### src/rtl/it_cond_unit_if.sv
// Bundle between the execute stage / xPSR and the IT-block condition unit.
// The flag nibble is ordered {N, Z, C, V} to match APSR[31:28].
interface it_cond_unit_if;
    typedef struct packed {
        logic n;
        logic z;
        logic c;
        logic v;
    } alu_flags_t;

    alu_flags_t  apsr_flags;
    alu_flags_t  alu_flags;
    logic        flag_we;
    logic        it_load;
    logic [3:0]  it_firstcond;
    logic [3:0]  it_mask;
    logic        instr_retire;
    logic [3:0]  instr_cond;
    logic        exc_entry;
    logic [7:0]  itstate;
    logic        in_it;
    logic        last_in_it;
    logic        cond_pass;
    logic        it_fault;

    modport master (
        output apsr_flags, alu_flags, flag_we, it_load, it_firstcond, it_mask,
               instr_retire, instr_cond, exc_entry,
        input  itstate, in_it, last_in_it, cond_pass, it_fault
    );

    modport slave (
        input  apsr_flags, alu_flags, flag_we, it_load, it_firstcond, it_mask,
               instr_retire, instr_cond, exc_entry,
        output itstate, in_it, last_in_it, cond_pass, it_fault
    );
endinterface

### src/rtl/it_cond_unit.sv
// ITSTATE holder and condition evaluator. Define IT_FLAG_FWD_EN to let the
// evaluator see flags being written to xPSR in the same cycle.
module it_cond_unit (
    input  logic           clk,
    input  logic           rst,
    it_cond_unit_if.slave  bus
);

    logic [7:0] itstate_q;
    logic [7:0] itstate_d;
    logic       fault_q;
    logic       fault_d;
    logic       in_it_w;
    logic [3:0] flags_sel;
    logic [3:0] cond_sel;

    function automatic logic cond_eval(input logic [3:0] cond, input logic [3:0] nzcv);
        logic n, z, c, v;
        {n, z, c, v} = nzcv;
        case (cond)
            4'b0000: cond_eval = z;
            4'b0001: cond_eval = !z;
            4'b0010: cond_eval = c;
            4'b0011: cond_eval = !c;
            4'b0100: cond_eval = n;
            4'b0101: cond_eval = !n;
            4'b0110: cond_eval = v;
            4'b0111: cond_eval = !v;
            4'b1000: cond_eval = c & !z;
            4'b1001: cond_eval = !c | z;
            4'b1010: cond_eval = (n == v);
            4'b1011: cond_eval = (n != v);
            4'b1100: cond_eval = !z & (n == v);
            4'b1101: cond_eval = z | (n != v);
            default: cond_eval = 1'b1;
        endcase
    endfunction

`ifdef IT_FLAG_FWD_EN
    assign flags_sel = bus.flag_we ? bus.alu_flags : bus.apsr_flags;
`else
    assign flags_sel = bus.apsr_flags;
    logic unused_fwd;
    assign unused_fwd = ^{bus.alu_flags, bus.flag_we};
`endif

    assign in_it_w = (itstate_q[3:0] != 4'b0000);

    always_comb begin
        itstate_d = itstate_q;
        fault_d   = 1'b0;
        if (bus.exc_entry) begin
            itstate_d = 8'h00;
        end else if (bus.it_load) begin
            // A nested or empty-mask IT leaves the block untouched and flags a fault.
            if ((bus.it_mask == 4'b0000) || in_it_w)
                fault_d = 1'b1;
            else
                itstate_d = {bus.it_firstcond, bus.it_mask};
        end else if (bus.instr_retire && in_it_w) begin
            if (itstate_q[2:0] == 3'b000)
                itstate_d = 8'h00;
            else
                itstate_d = {itstate_q[7:5], itstate_q[3:0], 1'b0};
        end
    end

    always_ff @(posedge clk) begin
        if (rst) begin
            itstate_q <= 8'h00;
            fault_q   <= 1'b0;
        end else begin
            itstate_q <= itstate_d;
            fault_q   <= fault_d;
        end
    end

    assign cond_sel       = in_it_w ? itstate_q[7:4] : bus.instr_cond;
    assign bus.itstate    = itstate_q;
    assign bus.in_it      = in_it_w;
    assign bus.last_in_it = (itstate_q[3:0] == 4'b1000);
    assign bus.cond_pass  = cond_eval(cond_sel, flags_sel);
    assign bus.it_fault   = fault_q;

endmodule

### src/flat_wrapper.sv
// flat-port wrapper written by rule: the top's interface ports become plain ports
module it_cond_unit_flat 
  (clk, rst, bus_apsr_flags, bus_alu_flags, bus_flag_we, bus_it_load, bus_it_firstcond, bus_it_mask, bus_instr_retire, bus_instr_cond, bus_exc_entry, bus_itstate, bus_in_it, bus_last_in_it, bus_cond_pass, bus_it_fault);
  it_cond_unit_if bus_i ();
  input  logic clk;
  input  logic rst;
  input wire logic [$bits(bus_i.apsr_flags)-1:0] bus_apsr_flags;
  input wire logic [$bits(bus_i.alu_flags)-1:0] bus_alu_flags;
  input wire logic [$bits(bus_i.flag_we)-1:0] bus_flag_we;
  input wire logic [$bits(bus_i.it_load)-1:0] bus_it_load;
  input wire logic [$bits(bus_i.it_firstcond)-1:0] bus_it_firstcond;
  input wire logic [$bits(bus_i.it_mask)-1:0] bus_it_mask;
  input wire logic [$bits(bus_i.instr_retire)-1:0] bus_instr_retire;
  input wire logic [$bits(bus_i.instr_cond)-1:0] bus_instr_cond;
  input wire logic [$bits(bus_i.exc_entry)-1:0] bus_exc_entry;
  output wire logic [$bits(bus_i.itstate)-1:0] bus_itstate;
  output wire logic [$bits(bus_i.in_it)-1:0] bus_in_it;
  output wire logic [$bits(bus_i.last_in_it)-1:0] bus_last_in_it;
  output wire logic [$bits(bus_i.cond_pass)-1:0] bus_cond_pass;
  output wire logic [$bits(bus_i.it_fault)-1:0] bus_it_fault;
  assign bus_i.apsr_flags = bus_apsr_flags;
  assign bus_i.alu_flags = bus_alu_flags;
  assign bus_i.flag_we = bus_flag_we;
  assign bus_i.it_load = bus_it_load;
  assign bus_i.it_firstcond = bus_it_firstcond;
  assign bus_i.it_mask = bus_it_mask;
  assign bus_i.instr_retire = bus_instr_retire;
  assign bus_i.instr_cond = bus_instr_cond;
  assign bus_i.exc_entry = bus_exc_entry;
  assign bus_itstate = bus_i.itstate;
  assign bus_in_it = bus_i.in_it;
  assign bus_last_in_it = bus_i.last_in_it;
  assign bus_cond_pass = bus_i.cond_pass;
  assign bus_it_fault = bus_i.it_fault;
  it_cond_unit u_core (.clk(clk), .rst(rst), .bus(bus_i));
endmodule
### config.mk
export PLATFORM = sky130hd
export DESIGN_NAME = it_cond_unit_flat
export DESIGN_NICKNAME = d
export VERILOG_FILES = /design/src/rtl/it_cond_unit_if.sv /design/src/rtl/it_cond_unit.sv /design/src/flat_wrapper.sv
export SDC_FILE = /design/constraint.sdc
export NUM_CORES = 1
export LEC_CHECK = 0
export ABC_AREA = 1
export BUFFER_PORTS_ARGS = -buffer_cell sky130_fd_sc_hd__clkbuf_2
export CORE_UTILIZATION = 30
export DETAILED_ROUTE_END_ITERATION = 12
export SYNTH_ARGS = -nofsm -noshare
export SYNTH_HDL_FRONTEND = slang
export SYNTH_SLANG_ARGS = --single-unit
export TNS_END_PERCENT = 50
### constraint.sdc
create_clock -name clk -period 2.45 [get_ports clk]
set_input_delay 0 -clock clk [delete_from_list [all_inputs] [get_ports clk]]
set_output_delay 0 -clock clk [all_outputs]
set_load 0.05 [all_outputs]
* Word level (Yosys, flattened, before mapping) *
Cells that the tools add are included.

storage, ports and cells
  bits in registers = 9
  input port bits = 26
  output and inout port bits = 12
  logic and storage cells = 48

operators by class
  equality and inequality tests = 17
  mux-type cells = 7
  bitwise gates (word level) = 5
  reductions and logical operators = 16

operators with widths
  kind                                                                   count
  8-bit 2-to-1 mux                                                       4
  4-bit equality test, second input constant                             7
  4-bit by 3-bit equality test with 1-bit output, second input constant  4
  1-bit one-hot mux with 14 select lines                                 1
  4-bit by 2-bit equality test with 1-bit output, second input constant  2
  4-bit logical NOT                                                      2
  4-bit by 1-bit equality test with 1-bit output, second input constant  1
  1-bit logical NOT                                                      4
  4-bit 2-to-1 mux                                                       1
  2-bit nonzero test                                                     2
  4-bit nonzero test                                                     1
  3-bit logical NOT                                                      1
  3-bit AND reduction                                                    1
  3-bit OR reduction                                                     1
  1-bit AND                                                              2
  2-bit inequality test, second input constant                           1
  1-bit OR                                                               2
  2-bit AND reduction                                                    1
  2-bit OR reduction                                                     1
  1-bit equality test                                                    1
  1-bit logical AND                                                      1
  1-bit logical OR                                                       1
  1-bit 2-to-1 mux                                                       1
  1-bit inequality test                                                  1
  1-bit NOT                                                              1

* Logic depth before layout (Yosys ltp) *
Gate-level depths: netlist of run 1.

  depth after elaboration = 4
  gate-level depth with buffers = 11
  mapped depth without buffers = 11

* Worst setup path after synthesis of run 1 *
Ideal clock, no wire load.

  path kind = register to output
  from = register u_core.itstate_q[0], in the netlist u_core.bus.itstate[0]
  to = output bus_cond_pass
  arrival time = 2.186 ns
  data required time = 2.450 ns
  path slack = 0.264 ns
  stages on the path, launching flop included = 11
  path buffers = 0
  cell sequence = dfxtp_1 > nor2_4 > nand2_4 > nand2_1 > nand2_2 > nand2_1 > nand3_1 > nand2_1 > nand3_1 > nor2_1 > nor2_1

on the way
  longest elaborated chain between the ends = 4
  elaborated cells on any way between the ends = 17
  those cells by class = eq/ne: 13; mux: 2; reduce/logical: 2

ends and longest elaborated chain
  item                                               RTL line            text
  from (decl)                                        it_cond_unit.sv:9   logic [7:0] itstate_q;
  from (signal assigned)                             it_cond_unit.sv:73  itstate_q <= itstate_d;
  4-bit nonzero test *                               it_cond_unit.sv:47  assign in_it_w = (itstate_q[3:0] != 4'b0000);
  via bus_in_it                                      flat_wrapper.sv:17  output wire logic [$bits(bus_i.in_it)-1:0] bus_in_it;
  4-bit 2-to-1 mux *                                 it_cond_unit.sv:78  assign cond_sel = in_it_w ? itstate_q[7:4] : bus.instr_cond;
  4-bit equality test, or another cell as far along  it_cond_unit.sv:20  case (cond)
  1-bit one-hot mux with 14 select lines *           it_cond_unit.sv:20
  to (decl)                                          flat_wrapper.sv:19  output wire logic [$bits(bus_i.cond_pass)-1:0] bus_cond_pass;

The timed path passes the listed nets; every way through them passes the cells marked *.

* Final worst setup path of run 1 *
  from = register u_core.itstate_q[0], in the netlist u_core.bus.itstate[0]
  to = output bus_cond_pass

on the way
  longest elaborated chain between the ends = 4
  elaborated cells on any way between the ends = 17
  those cells by class = eq/ne: 13; mux: 2; reduce/logical: 2

ends and longest elaborated chain
  item                                               RTL line
  4-bit nonzero test *                               it_cond_unit.sv:47
  4-bit 2-to-1 mux *                                 it_cond_unit.sv:78
  4-bit equality test, or another cell as far along  it_cond_unit.sv:20
  1-bit one-hot mux with 14 select lines *           it_cond_unit.sv:20

Mark *: on every way between the ends. The rest lies on a longest branch, timed or not.

==> run_results.csv, run 1 <==
group,metric,value,unit
status,status,"finished clean",
power_and_ir_drop,internal_power,0.000307,W
flow_run,drv.max_cap_violation_count,0,
floorplanning,rows,16,
timing,report.final.hold_viol_count,0,
cts,max-clock-path-buffers,2,
setup_path,crit_path_start,"u_core.bus.itstate[0]",
timing,rsz0062_at_grt,"no",
finish,layout_cells_excl_fill,177,
detailed_routing,ant_nets,0,
timing,fin_skew,0.631,ps
grt,grt_pass1_wl,2970,um
detailed_routing,routed_wirelength,1740,um
synth,synth_commonest_cells,"29 x nand2_1, 25 x nand3_1, 13 x inv_1",
detailed_routing,post-route-drc-count,0,
finish,n_fill_cell,234,
setup_path,worstSetupEndpointType,"output port",
min_path,hp-class,"primary input to flip-flop",
min_path,hold_startpoint,"bus_it_mask[2]",
floorplanning,chipWidth,49.6,um
timing,setup-tns-final,0,ps
setup_path,cp.required,2450,ps
synth,postSynth.asyncResetShare,0,
power_and_ir_drop,max-vdd-ir-drop,0.000340,V
setup_path,setup.reg_to_reg.worst_slack,920,ps
synth,postSynthNetCount,137,
placement,place.gp.congestion,0.773,
synth,synthTopCellsByArea,"dfxtp_1 27%, nand3_1 18%, nand2_1 16%, inv_1 7.2%, nor2_1 5.5%",
detailed_routing,route.detailed.vias_per_inst,4.69,
floorplanning,initial_core_util,0.333,
power_and_ir_drop,share_comb_of_total_power,0.510,
floorplanning,die_y,49.6,um
timing,finalWorstPathRequiredPeriod,1940,ps
synth,ys_warn_count,0,
timing,maxClockFrequency,515,MHz
finish,layout-drive-gt1-share,0.307,
power_and_ir_drop,static-leakage-power,0.525,nW
setup_path,start_kind,"flip-flop",
synth,number_of_register_bits_inferred_by_synthesis,9,
cts,clock_latency,260,ps
synth,syn-cell-area,679,um^2
grt,gr-total-overflow,0,
floorplanning,placeable_core_region,2040,um^2
cts,cts_htree_levels,1,
setup_path,worst_ep_arrival_time,1940,ps
floorplanning,dieArea,2460,um^2
detailed_routing,via_count,831,
min_path,worst_hold_path.num_cells,4,
power_and_ir_drop,power_switching,0.000274,W
finish,register_area,180,um^2
synth,post_synth_edffs,0,
grt,pin_count_of_the_biggest_net_entering_global_routing,10,
detailed_routing,detail_route.wl_per_cell,9.81,um
cts,numCtsBuffers,3,
synth,synth_most_common_cell,"nand2_1",
power_and_ir_drop,power_frac_seq,0.286,
synth,synth_cell_types,18,
cts,clk_pin_slew,60,ps
timing,post-route-period-util,0.792,
cts,clock_sinks,9,
synth,syn_area_per_cell,6.12,um^2
timing,final_max_slew_viol_count,0,
cts,ctsResizeCount,0,
grt,grt_pass1_vias,724,
finish,synthToLayoutAreaGrowth,37.6,%
floorplanning,top_level_ports,38,
setup_path,r2r_cells,8,
power_and_ir_drop,clock_power_share,0.203,
cts,cts.root.buffer_cell,"clkbuf_4",
placement,place_inst,169,
setup_path,critical_path.max_fanout,9,
finish,antenna-diode-count,0,
synth,synth_area_leader_cell,"dfxtp_1",
timing,timing.final.setup_violations,0,
synth,sequential_element_share_of_the_synthesized_area,0.265,
timing,slew-limit-headroom,0.649,
placement,dpl.hpwl,1400,um
setup_path,timing_worst_setup_path_type,"flip-flop to output port",
power_and_ir_drop,switching_share,0.472,
detailed_routing,firstDrtPassIters,4,
synth,yosysTopAreaCellShare,0.265,
power_and_ir_drop,power_density,622,nW/um^2
placement,port-buffer-count,32,
finish,area_used_by_multi_input_combinational_logic,440,um^2
grt,grt_antenna_before_repair,0,
timing,slew_worst_pin,524,ps
synth,syn_inst,111,
finish,nets,177,
setup_path,crit-reg2reg-capture,"u_core.bus.itstate[7]",
synth,yosys_most_used_dff,"dfxtp_1",
cts,cts_tree,"done",
detailed_routing,first_iter_violations,17,
setup_path,r2r_start,"u_core.bus.itstate[0]",
grt,groute.usage.overall,0.156,
min_path,worstHoldEndpoint,"u_core.bus.it_fault",
power groups by stage:
stage                     Sequential [W]  Clock [W]  Combinational, W
final                           0.000167   0.000118          0.000297
after global routing            0.000168   0.000130          0.000327
after CTS                       0.000166   0.000122          0.000297
after detailed placement        0.000170          0          0.000291
after global placement          0.000169          0          0.000289
after floorplan                 0.000202          0          0.000192
placed cells by master, fill, tap and decap left out:
| master | instances |
|---|---|
| clkinv_2 | 1 |
| nand3b_1 | 1 |
| nor2_4 | 2 |
| nand3_1 | 25 |
| nor2_1 | 10 |
| dfxtp_1 | 9 |
| clkbuf_4 | 3 |
| clkbuf_1 | 1 |
| a21oi_1 | 4 |
| nand2_1 | 29 |
| o211a_1 | 1 |
| o21ai_0 | 5 |
| xnor2_1 | 1 |
| inv_1 | 13 |
| clkbuf_2 | 32 |
| dlygate4sd3_1 | 4 |
| nand2_2 | 5 |
| nand3_2 | 1 |
| a31oi_1 | 1 |
| o21ai_4 | 1 |
| nand2_4 | 1 |
how the worst max path moves through the flow:
stage | to | slack [ps] | cells after the start
after floorplan | bus_cond_pass | 260 | 10
after global placement | bus_cond_pass | 820 | 12
after detailed placement | bus_cond_pass | 820 | 12
after CTS | bus_cond_pass | 510 | 12
after global routing | bus_cond_pass | 310 | 12
final | bus_cond_pass | 510 | 12
layout make-up:
class / count / area share
Sequential cell: 9 / 0.193
Clock buffer: 4 / 0.0281
Multi-Input combinational cell: 87 / 0.471
Inverter: 14 / 0.0576
Timing Repair Buffer: 36 / 0.214
Tap cell: 27 / 0.0361
critical path, cell delays in order (launching register included):
cell and delay [ps]:
dfxtp_1 360, nor2_4 270, nand2_4 140, nand2_1 80
nand2_1 110, nand2_1 90, nand2_1 70, nand3_1 80
nand2_1 50, inv_1 50, nor2_1 40, nor2_1 70
clkbuf_2 280
registers in the layout, indices dropped and copies added, names as in the netlist:
signal	flops
u_core.bus.it_fault	1
u_core.bus.itstate	8
per-layer routing:
layer  routed length (um)  vias up  part of all wire  GRT usage
met3                  103        3             0.059     0.0586
met5                    0        -                 0          0
met4                   10        0            0.0058     0.0429
met2                  793       27              0.46      0.239
li1                     -      442                 -          -
met1                  829      359              0.48      0.203
cell families (layout without fill, tap and decap cells):
family          after synthesis  count (layout)  synth area share
simple gates                 74              74             0.521
xor+xnor                      1               1            0.0129
flops                         9               9             0.265
compound gates               12              12             0.114
buf+inv                      15              54            0.0865
stage by stage:
step / setup WS (ps) / hold WS, ps / total power, W / cell area (um^2) / utilization
4_1_cts: 511 / 50.0 / 0.000585 / 935 / 0.458
2_1_floorplan: 264 / 138 / 0.000394 / 679 / -
3_5_place_dp: 818 / 240 / 0.000461 / 868 / 0.425
6_report: 509 / 51.0 / 0.000581 / 935 / 0.458
5_1_grt: 314 / 94.6 / 0.000624 / 935 / 0.458
3_3_place_gp: 825 / 223 / 0.000458 / 868 / 0.425
timing repair:
action	4_1_cts	5_1_grt
setup endpoints to repair	0	0
hold buffers	4	0
setup buffers	0	0
hold endpoints to repair	4	0
Power figures use the tool's default switching activity.
==> run 2, diff against run 1 <==
==> constraint.sdc (replaced) <==
create_clock -name clk -period 1.6 [get_ports clk]
set_input_delay 0 -clock clk [delete_from_list [all_inputs] [get_ports clk]]
set_output_delay 0 -clock clk [all_outputs]
set_load 0.05 [all_outputs]
==> run 2 against run 1 <==
Compared with the run above:
- the flow now finishes with violations (negative setup slack)
- flip-flop and latch count stayed put
- core utilization is 16 points higher
- final cell count is 9.6% higher
- setup slack worse by 640 ps
- sequential share of layout area is 3.9 points lower
- critical path depth is 3 lower
- global-route usage is 3.1 points higher
- critical path type unchanged
- largest cell class unchanged
==> run_results.csv, run 2 (synthesis gave the netlist of run 1 again) <==
group,metric,value,unit
detailed_routing,route.detailed.vias_per_inst,4.68,
cts,clock_latency,260,ps
grt,pin_count_of_the_biggest_net_entering_global_routing,9,
timing,slew_worst_pin,335,ps
floorplanning,rows,16,
setup_path,cell_family_with_most_cp_delay,"simple AND/OR/NAND/NOR gates",
grt,grt_pass1_wl,3660,um
power_and_ir_drop,share_comb_of_total_power,0.625,
timing,whs,61.9,ps
timing,post-route-period-util,1.08,
floorplanning,dieArea,2460,um^2
power_and_ir_drop,power_switching,0.000528,W
timing,finalWorstSetupSlack,-131,ps
power_and_ir_drop,clock_power_share,0.156,
setup_path,start_kind,"flip-flop",
setup_path,worstSetupEndpointType,"output port",
flow_run,drv.max_cap_violation_count,0,
grt,gr-total-overflow,0,
detailed_routing,post-route-drc-count,0,
timing,finalWorstPathRequiredPeriod,1730,ps
detailed_routing,detail_route.wl_per_cell,11.3,um
floorplanning,chipWidth,49.6,um
placement,dpl.hpwl,1490,um
cts,clk_pin_slew,70,ps
timing,slew-limit-headroom,0.776,
status,violated_checks,"negative setup slack",
detailed_routing,routed_wirelength,2200,um
timing,timing.final.setup_violations,1,
placement,port-buffer-count,32,
timing,maxClockFrequency,578,MHz
finish,final_common_cell,"clkbuf_2",
finish,mostFrequentLayoutCells,"31 x clkbuf_2, 20 x nand2_1, 15 x nand3_1, 15 x buf_4",
setup_path,slowest_stage,"dfxtp_4",
min_path,worst_hold_path.num_cells,4,
finish,nets,194,
setup_path,path_length_in_cells_of_the_critical_path,9,
power_and_ir_drop,power_density,922,nW/um^2
setup_path,critical_path.cell_chain,"nor2_4, buf_12, nand3_2, nand3b_1, nand3_2, a21oi_2, nor2_2, nor2_4, buf_8",
floorplanning,top_level_ports,38,
setup_path,worst-path-buf-inv,2,
placement,place.gp.congestion,0.837,
status,status,"finished with violations",
grt,groute.usage.overall,0.187,
power_and_ir_drop,static-leakage-power,0.677,nW
grt,grt_pass1_vias,889,
timing,fin_skew,6.76,ps
setup_path,worst_ep_arrival_time,1730,ps
floorplanning,initial_core_util,0.333,
setup_path,critical_path.max_fanout,7,
timing,final_max_slew_viol_count,0,
finish,synthToLayoutAreaGrowth,84.9,%
finish,largest_reg_flops,8,
floorplanning,placeable_core_region,2040,um^2
setup_path,r2r_cells,10,
detailed_routing,first_iter_violations,14,
setup_path,timing_worst_setup_path_type,"flip-flop to output port",
timing,rsz0062_at_grt,"yes",
finish,layout-drive-gt1-share,0.551,
setup_path,critical_path.max_stage_delay,350,ps
cts,max-clock-path-buffers,2,
floorplanning,die_y,49.6,um
grt,grt_antenna_before_repair,0,
power_and_ir_drop,power_frac_seq,0.220,
setup_path,cp.required,1600,ps
power_and_ir_drop,finalPower,0.00116,W
timing,report.final.hold_viol_count,0,
cts,cts_htree_levels,1,
cts,cts_tree,"done",
detailed_routing,via_count,907,
cts,numCtsBuffers,3,
power_and_ir_drop,internal_power,0.000630,W
finish,antenna-diode-count,0,
detailed_routing,firstDrtPassIters,4,
cts,cts.root.buffer_cell,"clkbuf_4",
power_and_ir_drop,switching_share,0.456,
min_path,hp-class,"primary input to flip-flop",
setup_path,setup.reg_to_reg.worst_slack,110,ps
cts,clock_sinks,9,
detailed_routing,ant_nets,0,
power_and_ir_drop,max-vdd-ir-drop,0.000445,V
## run 2: cell count changes in the layout (fill, tap and decap cells not counted), moves of 3 or more
cell,delta
nand2_4,+5
dfxtp_4,+3
nand3_1,-10
buf_4,+15
dfxtp_1,-4
nand3_2,+10
nor2_1,-3
nand2_1,-9
## run 2: final cells by class
class	instances	area, um^2
flip-flops and latches	9	193
multi-input cells	87	587
clock buffers	4	26.3
repair buffers	53	363
inverters	14	53.8
well taps	27	33.8
fillers	201	786
## run 2: stage by stage
step | cell area [um^2] | cells | utilization | setup TNS [ps] | worst slack [ps]
2_1_floorplan | 706 | 111 | - | 0 | 12.2
3_3_place_gp | 962 | 178 | 0.471 | 0 | 18.9
3_5_place_dp | 962 | 178 | 0.471 | 0 | 3.70
4_1_cts | 1190 | 192 | 0.581 | -110 | -110
5_1_grt | 1260 | 194 | 0.615 | -238 | -238
6_report | 1260 | 194 | 0.615 | -131 | -131
## run 2: worst paths after layout
check	start	to
hold / removal	rst	u_core.bus.itstate[4]
hold reg to reg	u_core.bus.itstate[7]	u_core.bus.itstate[7]
setup reg to reg	u_core.bus.itstate[2]	u_core.bus.itstate[4]
setup / recovery	u_core.bus.itstate[1]	bus_cond_pass
## run 2: power groups by stage
| stage | sequential, W | combinational, W | clock, W |
|---|---|---|---|
| floorplan | 0.000311 | 0.000316 | 0 |
| global placement | 0.000260 | 0.000522 | 0 |
| detailed placement | 0.000260 | 0.000524 | 0 |
| CTS | 0.000254 | 0.000653 | 0.000187 |
| global route | 0.000257 | 0.000779 | 0.000198 |
| finish | 0.000255 | 0.000724 | 0.000180 |
## run 2: layer usage
metal  wire length (um)  vias up  global-route usage
met2               1140       25               0.315
met1                939      407               0.238
met5                  0        -                   0
met3                111        2              0.0432
li1                   -      473                   -
met4                  6        0              0.0476
## run 2: timing repair
action	CTS	global route
resized for setup	21	18
hold buffers	4	0
setup endpoints to repair	1	7
cloned	0	0
endpoints found under the hold margin	4	0
pin swaps	11	10
buffers inserted	6	2
## run 2: tightest hold or removal path: cells and delay by family
kind,cells,cell delay (ps)
AND/OR/NAND/NOR,2,120
AO/OA/AOI/OAI,1,90
buffers and inverters,1,80
